## config.mk

```make
export PLATFORM = sky130hd
export DESIGN_NAME = boot_load_ctrl
export DESIGN_NICKNAME = d
export VERILOG_FILES = /design/src/rtl/boot_load_ctrl.sv
export SDC_FILE = /design/constraint.sdc
export NUM_CORES = 1
export LEC_CHECK = 0
export BUFFER_PORTS_ARGS = -buffer_cell sky130_fd_sc_hd__buf_2
export CAP_MARGIN = 25
export CORE_UTILIZATION = 35
export DETAILED_ROUTE_END_ITERATION = 10
export PLACE_DENSITY_LB_ADDON = 0.25
export SLEW_MARGIN = 20
export SYNTH_ARGS = -nofsm -noshare
export SYNTH_HDL_FRONTEND = slang
export SYNTH_SLANG_ARGS = --single-unit
export TNS_END_PERCENT = 5
```

## constraint.sdc

```tcl
create_clock -name clock -period 3 [get_ports clock]
set_input_delay 0.6 -clock clock [delete_from_list [all_inputs] [get_ports clock]]
set_output_delay 0.6 -clock clock [all_outputs]
set_load 0.01 [all_outputs]
```

## src/rtl/boot_load_ctrl.sv

```systemverilog
// boot_load_ctrl: button-triggered program-load sequencer driving loader/CPU resets and memory write routing.
// Optional load watchdog compiled in with BOOT_WATCHDOG_EN.
module boot_load_ctrl #(
    parameter int DEBOUNCE_CYCLES = 20000,
    parameter int RELEASE_DELAY   = 16,
    parameter int TIMEOUT_CYCLES  = 50000000
) (
    input  logic        clock,
    input  logic        rst,
    input  logic        start_pg,
    input  logic        upg_done_i,
    input  logic        upg_wen_i,
    input  logic [14:0] upg_adr_i,
    output logic        upg_rst_o,
    output logic        cpu_rst_o,
    output logic        rom_wen_o,
    output logic        dmem_wen_o,
    output logic [1:0]  mode_o,
    output logic [15:0] words_loaded_o,
    output logic        err_o
);
    typedef enum logic [1:0] {RUN = 2'd0, LOAD = 2'd1, DRAIN = 2'd2} state_t;
    localparam int DW = $clog2(DEBOUNCE_CYCLES + 2);
    localparam int RW = $clog2(RELEASE_DELAY + 1);
    state_t state, state_d;
    logic sync0, sync1, press, timeout, unused_bits;
    logic [DW-1:0] db_cnt;
    logic [RW-1:0] dly;
    assign unused_bits = ^{upg_adr_i[13:0], TIMEOUT_CYCLES == 0};
    always_ff @(posedge clock) begin
        if (rst) begin
            sync0 <= 1'b0;
            sync1 <= 1'b0;
        end else begin
            sync0 <= start_pg;
            sync1 <= sync0;
        end
    end
    // Counter parks one past the threshold so a held button fires only once.
    always_ff @(posedge clock) begin
        if (rst || !sync1)
            db_cnt <= '0;
        else if (db_cnt != DW'(DEBOUNCE_CYCLES + 1))
            db_cnt <= db_cnt + 1'b1;
    end
    assign press = db_cnt == DW'(DEBOUNCE_CYCLES);
`ifdef BOOT_WATCHDOG_EN
    localparam int TW = $clog2(TIMEOUT_CYCLES + 1);
    logic [TW-1:0] wd;
    always_ff @(posedge clock) begin
        if (rst || state != LOAD || upg_wen_i)
            wd <= '0;
        else if (!timeout)
            wd <= wd + 1'b1;
    end
    assign timeout = state == LOAD && !upg_wen_i && !upg_done_i && wd == TW'(TIMEOUT_CYCLES - 1);
`else
    assign timeout = 1'b0;
`endif
    always_comb begin
        state_d = state;
        case (state)
            RUN:     state_d = press ? LOAD : RUN;
            LOAD:    state_d = (upg_done_i || timeout) ? DRAIN : LOAD;
            DRAIN:   state_d = (dly == RW'(RELEASE_DELAY - 1)) ? RUN : DRAIN;
            default: state_d = RUN;
        endcase
    end
    always_ff @(posedge clock) begin
        if (rst) begin
            state          <= RUN;
            cpu_rst_o      <= 1'b1;
            dly            <= '0;
            words_loaded_o <= '0;
            err_o          <= 1'b0;
        end else begin
            state     <= state_d;
            cpu_rst_o <= state_d != RUN;
            dly       <= (state == DRAIN) ? dly + 1'b1 : '0;
            if (state == RUN && press)
                words_loaded_o <= '0;
            else if (state == LOAD && upg_wen_i && words_loaded_o != 16'hFFFF)
                words_loaded_o <= words_loaded_o + 1'b1;
            if (state == RUN && press)
                err_o <= 1'b0;
            else if (timeout)
                err_o <= 1'b1;
        end
    end
    assign mode_o     = state;
    assign upg_rst_o  = state != LOAD;
    assign rom_wen_o  = state == LOAD && upg_wen_i && !upg_adr_i[14];
    assign dmem_wen_o = state == LOAD && upg_wen_i && upg_adr_i[14];
endmodule

```

== Word-level counts from Yosys, hierarchy flattened ==
Index checks and enable logic that the tools add are counted.
W data, S select, Z words.
Word-level totals
  logic and storage cells: 34
  flip-flop bits (word level): 41
  output and inout bits: 23
  input bits: 20
Operators by class
  reduce and logical (&&, ||, !) cells: 12
  muxes and demuxes: 4
  $add $sub $neg: 3
  bitwise logic cells: 1
  equality and inequality tests: 7
Operator list (number)
  $add A16 B1 Y16 const B: 1
  $ne A16 B16 Y1 const B: 1
  $add A15 B1 Y15 const B: 1
  $eq A15 B15 Y1 const B: 1
  $ne A15 B15 Y1 const B: 1
  $pmux W2 S3: 1
  $add A5 B1 Y5 const B: 1
  $eq A5 B4 Y1 const B: 1
  $logic_and A1 B1 Y1: 5
  $mux W2: 2
  $reduce_or A2 Y1: 2
  $eq A2 B1 Y1 const B: 1
  $eq A2 B2 Y1 const B: 1
  $logic_not A1 Y1: 2
  $logic_not A2 Y1: 1
  $ne A2 B1 Y1 const B: 1
  $reduce_bool A2 Y1: 1
  $logic_or A1 B1 Y1: 1
  $mux W1: 1
  $not A1 Y1: 1

== Longest topological paths before layout ==
Gate-level depths: netlist of the first run.
  depth in word-level cells: 4
  mapped depth: 6
  depth with buffers taken out: 5

== Worst setup path after synthesis of the first run ==
No wires, ideal clock.
  kind: flip-flop to flip-flop
  from: reg words_loaded_o[0]
  to: reg words_loaded_o[1]
  required time: 2885 ps
  setup time: 115 ps
  cell stages (with the launch flop): 7
  arrival: 1707 ps
  buffers on the path: 1
  clock period less this slack: 1822 ps
  slack: 1178 ps
  path through: dfxtp_1 > ha_1 > nand4_1 > o41ai_4 > buf_6 > mux2i_1 > nor2_2
Between the ends
  cells in the longest elaborated chain, start to end: 2
  elaborated cells on any way between the ends: 3
  classes of those cells: add/sub: 1; eq/ne: 1; reduce/logical: 1
RTL lines
  start: declaration: RTL line 19  | output logic [15:0] words_loaded_o,
  start signal: assignment: RTL line 83  | words_loaded_o <= words_loaded_o + 1'b1;
  parallel branches: the longest is 2 deep, another holds $add A16 B1 Y16
Parallel ways; which one is timed is not known.
A chain may end at the register's enable or synchronous reset.

== Worst setup path after layout of the first run ==
Ends and elaborated chain as after synthesis.

==> results of run 1 <==
kinds of logic (layout without fill, tap and decap cells):
family,after synthesis,after routing
compound gates,43,43
xor+xnor,12,12
fa+ha+maj,6,6
buf+inv,13,42
flops,41,41
mux,1,1
other cells,1,1
simple gates,102,102
stage by stage:
step           utilization [%]  std cells  instance area [µm²]
6_report                  42.8        318                 2240
5_1_grt                   42.8        318                 2240
4_1_cts                   42.8        318                 2240
3_5_place_dp              40.8        311                 2140
3_3_place_gp              40.8        311                 2140
2_1_floorplan                -        219                 1950
layer usage:
| layer | up-vias | global-route usage [%] |
|---|---|---|
| li1 | 852 | - |
| met1 | 756 | 16.9 |
| met2 | 27 | 23.4 |
| met3 | 6 | 5.75 |
| met4 | 0 | 5.77 |
| met5 | - | 0 |
state kept, by name, indices dropped and copies added, names as in the netlist:
register        count
sync1               1
cpu_rst_o           1
dly                 5
mode_o              2
sync0               1
db_cnt             15
words_loaded_o     16
where the power goes:
group | switching (W) | leakage, nW | internal [W]
Clock | 0.000185 | 0.0540 | 0.000242
Combinational | 0.0000107 | 0.377 | 0.00000573
Sequential | 0.000000876 | 0.331 | 0.000546
Total | 0.000196 | 0.762 | 0.000794
synth_stat cells, types with 2 or more instances:
cell	number	area share, %
or3_1	9	2.9
nand2_1	10	1.9
nor2b_1	6	1.9
or4_1	5	1.9
o31ai_1	6	2.3
dfxtp_1	41	42
ha_1	6	3.9
a21oi_1	17	4.4
nor3_1	3	0.77
or3_2	2	0.77
nor2_1	18	3.5
and4_1	3	1.3
or3b_2	2	0.90
buf_4	2	0.77
nand4_1	9	2.9
a21oi_2	3	1.3
inv_1	8	1.5
xnor2_1	8	3.6
nand3b_1	2	0.77
o21ai_1	5	1.3
xor2_1	4	1.8
nor4_1	6	1.9
nand2b_1	3	0.96
nand3_1	14	3.6
and3_1	4	1.3
o21ai_0	7	1.8
a211oi_1	2	0.77
area by class of cell:
class                           count  area, µm²
Clock inverter                      2       35.0
Sequential cell                    41        821
Inverter                            8       30.0
Multi-Input combinational cell    165       1060
Tap cell                           70       87.6
Timing Repair Buffer               27        135
Clock buffer                        5       68.8
Fill cell                         535       3000
how the worst max path moves through the flow:
stage                                    from                             end  cells after the start
2_1_floorplan  words_loaded_o[0]$_SDFFE_PP0P_  words_loaded_o[1]$_SDFFE_PP0P_                      6
3_3_place_gp   words_loaded_o[0]$_SDFFE_PP0P_  words_loaded_o[1]$_SDFFE_PP0P_                      5
3_5_place_dp   words_loaded_o[0]$_SDFFE_PP0P_  words_loaded_o[1]$_SDFFE_PP0P_                      5
4_1_cts        words_loaded_o[0]$_SDFFE_PP0P_  words_loaded_o[1]$_SDFFE_PP0P_                      5
5_1_grt        words_loaded_o[0]$_SDFFE_PP0P_  words_loaded_o[1]$_SDFFE_PP0P_                      5
6_report       words_loaded_o[0]$_SDFFE_PP0P_  words_loaded_o[1]$_SDFFE_PP0P_                      5
==> impl_metrics.json, run 1 <==
{
  "area_growth_pct": 15.0,
  "critPathArrivalTime_ns": 2.30,
  "reg2regPathDepth": 5,
  "groute.usage.overall_pct": 14.4,
  "viasPerCell": 5.16,
  "critPathSlowestCell": "o41ai_4",
  "routed-via-count": 1641,
  "wl_met1_um": 1830,
  "seq_area_frac_synth_pct": 42.1,
  "cts_buffers": 5,
  "routed.top_layer": "met4",
  "hold_viol_final": 0,
  "muxShareOfSynthArea_pct": 0.513,
  "p_total_w": 0.000990,
  "cp_top_family": "compound AO/OA/AOI/OAI gates",
  "power_density_nw_per_um2": 442,
  "rows": 26,
  "layout_common_cells": "dfxtp_1 (41), buf_2 (27), nor2_1 (18)",
  "cts_resized": 0,
  "route.met2.wl_um": 1770,
  "wire_per_inst_um": 12.0,
  "setup_viol": 0,
  "crit_chain": "ha_1 -> nand4_1 -> o41ai_4 -> mux2i_1 -> nor2_2",
  "synthXorXnorAreaFrac_pct": 5.39,
  "yosys.area_share.simple_pct": 30.4,
  "dr.pass1.iters": 4,
  "met3_length_um": 138,
  "avgSynthCellArea_um2": 8.90,
  "clockRootBuffer": "clkbuf_8",
  "crit_required_ns": 3.15,
  "drt_wl_total_um": 3810,
  "status": "finished, final reports clean",
  "hold_path_end": "dly[0]$_SDFF_PP0_",
  "antenna_cells": 0,
  "fp.dieH_um": 76.6,
  "synthArstFlopShare_pct": 0,
  "clk_pin_slew_ns": 0.07,
  "start_kind": "flop",
  "clock_skew_ns": 0.0108,
  "fp.dieW_um": 76.6,
  "hold_ws_ns": 0.450,
  "syn_inst": 219,
  "synth-edff-count": 0,
  "drive_gt1_share_pct": 19.4,
  "hold_buffers": 0,
  "h-tree-depth": 2,
  "fin_crit_ns": 2.15,
  "worstSetupPathType": "reg2reg",
  "nets": 274,
  "tightest_slew_ns": 0.855,
  "rr_startpoint": "words_loaded_o[0]$_SDFFE_PP0P_",
  "gp_congestion": 0.735,
  "p_leak_nw": 0.762,
  "post-route-period-util_pct": 71.7,
  "finalSetupTns_ns": 0,
  "r2r_end": "words_loaded_o[1]$_SDFFE_PP0P_",
  "cp_slowest_stage_delay_ns": 0.85,
  "cp_max_fo": 18,
  "endpoint_kind": "flop",
  "grt_max_degree": 19,
  "grt.overflow.total": 0,
  "tritoncts": "done",
  "max-cap-violations": 0,
  "rsz0062_at_grt": "false",
  "initial_utilization_pct": 37.2,
  "io_buffers": 27,
  "synth_fp_nets": 245,
  "drc": 0,
  "final-max-slew-violation-count": 0,
  "hp-class": "reg2reg",
  "ir_worst_vdd_mv": 0.261,
  "hp-start": "dly[0]$_SDFF_PP0_",
  "post-cts-setup-buffers": 0,
  "dpl_worst_slack_ns": 0.817,
  "die-area_um2": 5870,
  "synth.distinct_cells": 41,
  "synth_area_um2": 1950,
  "cp_num_buf_inv": 0,
  "relSlewSlack_pct": 42.8,
  "num_io_pins": 43,
  "ys_warn_count": 0,
  "ant_nets": 0,
  "synth_compound_area_share_pct": 14.2,
  "worst_slack_ns": 0.849,
  "final_common_cell": "dfxtp_1",
  "antenna_found_initial": 0,
  "synth_seq_cells": 41,
  "core_um2": 5240,
  "dp_hpwl_um": 2640,
  "holdPathStages": 1,
  "synth_fa_ha_area_share_pct": 3.85,
  "synth_top_family_by_area": "simple AND/OR/NAND/NOR gates",
  "grt_pass1_wl_um": 6670,
  "grt_pass1_vias": 1493,
  "synth_flop_cell": "dfxtp_1",
  "cts.sinks": 41,
  "cts_buffer_depth": 2,
  "fmax_mhz": 465,
  "clk_latency_ns": 0.30,
  "regToRegSetupSlack_ns": 0.85,
  "drt_iter0_drc": 59
}
Note: power is estimated with default switching activity, not from simulation.
==> run 2, diff against run 1 <==
Clock period 3 ns to 2.02 ns, I/O delays scaled along.
==> run 2 against run 1 <==
Effect of this change:
- combinational power grew 54%
- first-iteration DRC count rose by 81%
- worst hold slack worse by 0.14 ns
- sequential share of layout area shrank 0.22 points
- via count rose by 2.3%
- routed wire length rose by 0.47%
- clock power increased by 29%
- flip-flop and latch count stayed put
- final cell count rose by 0.94%
- largest cell class unchanged
==> impl_metrics.json, run 2 (synthesis gave the netlist of run 1 again) <==
{
  "crit_chain": "ha_1 -> nand4_1 -> o41ai_4 -> buf_12 -> mux2i_1 -> nor2_2",
  "fmax_mhz": 555,
  "drc": 0,
  "grt_pass1_vias": 1496,
  "ir_worst_vdd_mv": 0.390,
  "drt_wl_total_um": 3830,
  "placed_area_um2": 2160,
  "rr_startpoint": "words_loaded_o[0]$_SDFFE_PP0P_",
  "largest_reg_flops": 16,
  "wire_per_inst_um": 11.9,
  "fin_area_um2": 2250,
  "holdPathStages": 2,
  "core_um2": 5240,
  "dp.cells": 313,
  "tightest_slew_ns": 0.583,
  "gp_congestion": 0.749,
  "hold_viol_final": 0,
  "cts_resized": 0,
  "p_leak_nw": 0.768,
  "clock_skew_ns": 0.00410,
  "status": "finished, final reports clean",
  "regMostFlops": "words_loaded_o",
  "largestRegisters": "words_loaded_o (16), db_cnt (15), dly (5)",
  "num_io_pins": 43,
  "fp.dieW_um": 76.6,
  "critPathSlowestCell": "o41ai_4",
  "cp_num_buf_inv": 1,
  "routed-via-count": 1679,
  "final-max-slew-violation-count": 0,
  "worstSetupPathType": "reg2reg",
  "layout_common_cells": "dfxtp_1 (41), buf_2 (27), nor2_1 (18)",
  "cts.sinks": 41,
  "critPathArrivalTime_ns": 1.99,
  "initial_utilization_pct": 37.2,
  "dr.pass1.iters": 4,
  "grt_max_degree": 19,
  "antenna_cells": 0,
  "fin_crit_ns": 1.80,
  "reg2regPathDepth": 6,
  "post-route-period-util_pct": 89.2,
  "h-tree-depth": 2,
  "drive_gt1_share_pct": 20.3,
  "grt.overflow.total": 0,
  "max-cap-violations": 0,
  "relSlewSlack_pct": 61.1,
  "ant_nets": 0,
  "r2r_end": "words_loaded_o[1]$_SDFFE_PP0P_",
  "die-area_um2": 5870,
  "rows": 26,
  "hold_path_end": "sync0$_SDFF_PP0_",
  "viasPerCell": 5.23,
  "hp-start": "start_pg",
  "finalSetupTns_ns": 0,
  "setup_viol": 0,
  "dpl_worst_slack_ns": 0.225,
  "io_buffers": 27,
  "cts_buffer_depth": 2,
  "power_density_nw_per_um2": 616,
  "dp_hpwl_um": 2670,
  "fp.dieH_um": 76.6,
  "tritoncts": "done",
  "endpoint_kind": "flop",
  "clk_pin_slew_ns": 0.08,
  "nets": 276,
  "groute.usage.overall_pct": 14.2,
  "grt_pass1_wl_um": 6790,
  "post-cts-setup-buffers": 0,
  "hp-class": "in2reg",
  "antenna_found_initial": 0,
  "drt_iter0_drc": 107,
  "regToRegSetupSlack_ns": 0.22,
  "start_kind": "flop",
  "rsz0062_at_grt": "false",
  "worst_slack_ns": 0.219,
  "clk_latency_ns": 0.29,
  "clockRootBuffer": "clkbuf_8",
  "cp_top_family": "compound AO/OA/AOI/OAI gates",
  "hold_buffers": 0,
  "final_common_cell": "dfxtp_1",
  "cp_slowest_stage_delay_ns": 0.42,
  "area_growth_pct": 15.7,
  "crit_required_ns": 2.21,
  "hold_ws_ns": 0.313,
  "cp_max_fo": 18,
  "final_cells": 321,
  "cts_buffers": 5
}
run 2: changes by cell type in the layout (fill, tap and decap cells not counted), sizes merged:
cell	change
buf	+2
bufinv	-1
inv	+1
clkinvlp	+1
run 2: metrics by stage:
| step | util (%) | power, W |
|---|---|---|
| floorplan | - | 0.000847 |
| global placement | 41.3 | 0.000857 |
| detailed placement | 41.3 | 0.000857 |
| CTS | 43.0 | 0.00141 |
| global route | 43.0 | 0.00144 |
| finish | 43.0 | 0.00139 |
run 2: layout make-up:
| type | instances | area (µm²) |
|---|---|---|
| clock buffer | 5 | 68.8 |
| clock inverter | 3 | 21.3 |
| fill | 510 | 2980 |
| inverter | 8 | 30.0 |
| multi-input combinational | 165 | 1060 |
| sequential | 41 | 821 |
| tap | 70 | 87.6 |
| timing repair buffer | 29 | 163 |
run 2: where the power goes:
part	internal, W	switching [W]
clock network	0.000245	0.000305
registers	0.000811	0.00000139
logic	0.00000966	0.0000156
total	0.00107	0.000322
run 2: how the worst max path moves through the flow:
stage                                    from                               to  depth (start not counted)  slack (ns)
6_report       words_loaded_o[0]$_SDFFE_PP0P_   words_loaded_o[1]$_SDFFE_PP0P_                          6        0.22
5_1_grt        words_loaded_o[0]$_SDFFE_PP0P_  words_loaded_o[14]$_SDFFE_PP0P_                          5        0.05
4_1_cts        words_loaded_o[0]$_SDFFE_PP0P_   words_loaded_o[1]$_SDFFE_PP0P_                          6        0.20
3_5_place_dp   words_loaded_o[0]$_SDFFE_PP0P_   words_loaded_o[1]$_SDFFE_PP0P_                          6        0.23
3_3_place_gp   words_loaded_o[0]$_SDFFE_PP0P_   words_loaded_o[1]$_SDFFE_PP0P_                          6        0.25
2_1_floorplan  words_loaded_o[0]$_SDFFE_PP0P_   words_loaded_o[1]$_SDFFE_PP0P_                          6        0.20
run 2: layer usage:
layer | global-route usage (%) | vias up | routed length, µm
met5 | 0 | - | 0
met4 | 5.77 | 0 | 61
met3 | 4.07 | 7 | 139
met2 | 21.4 | 28 | 1670
met1 | 18.8 | 775 | 1950
li1 | - | 869 | -
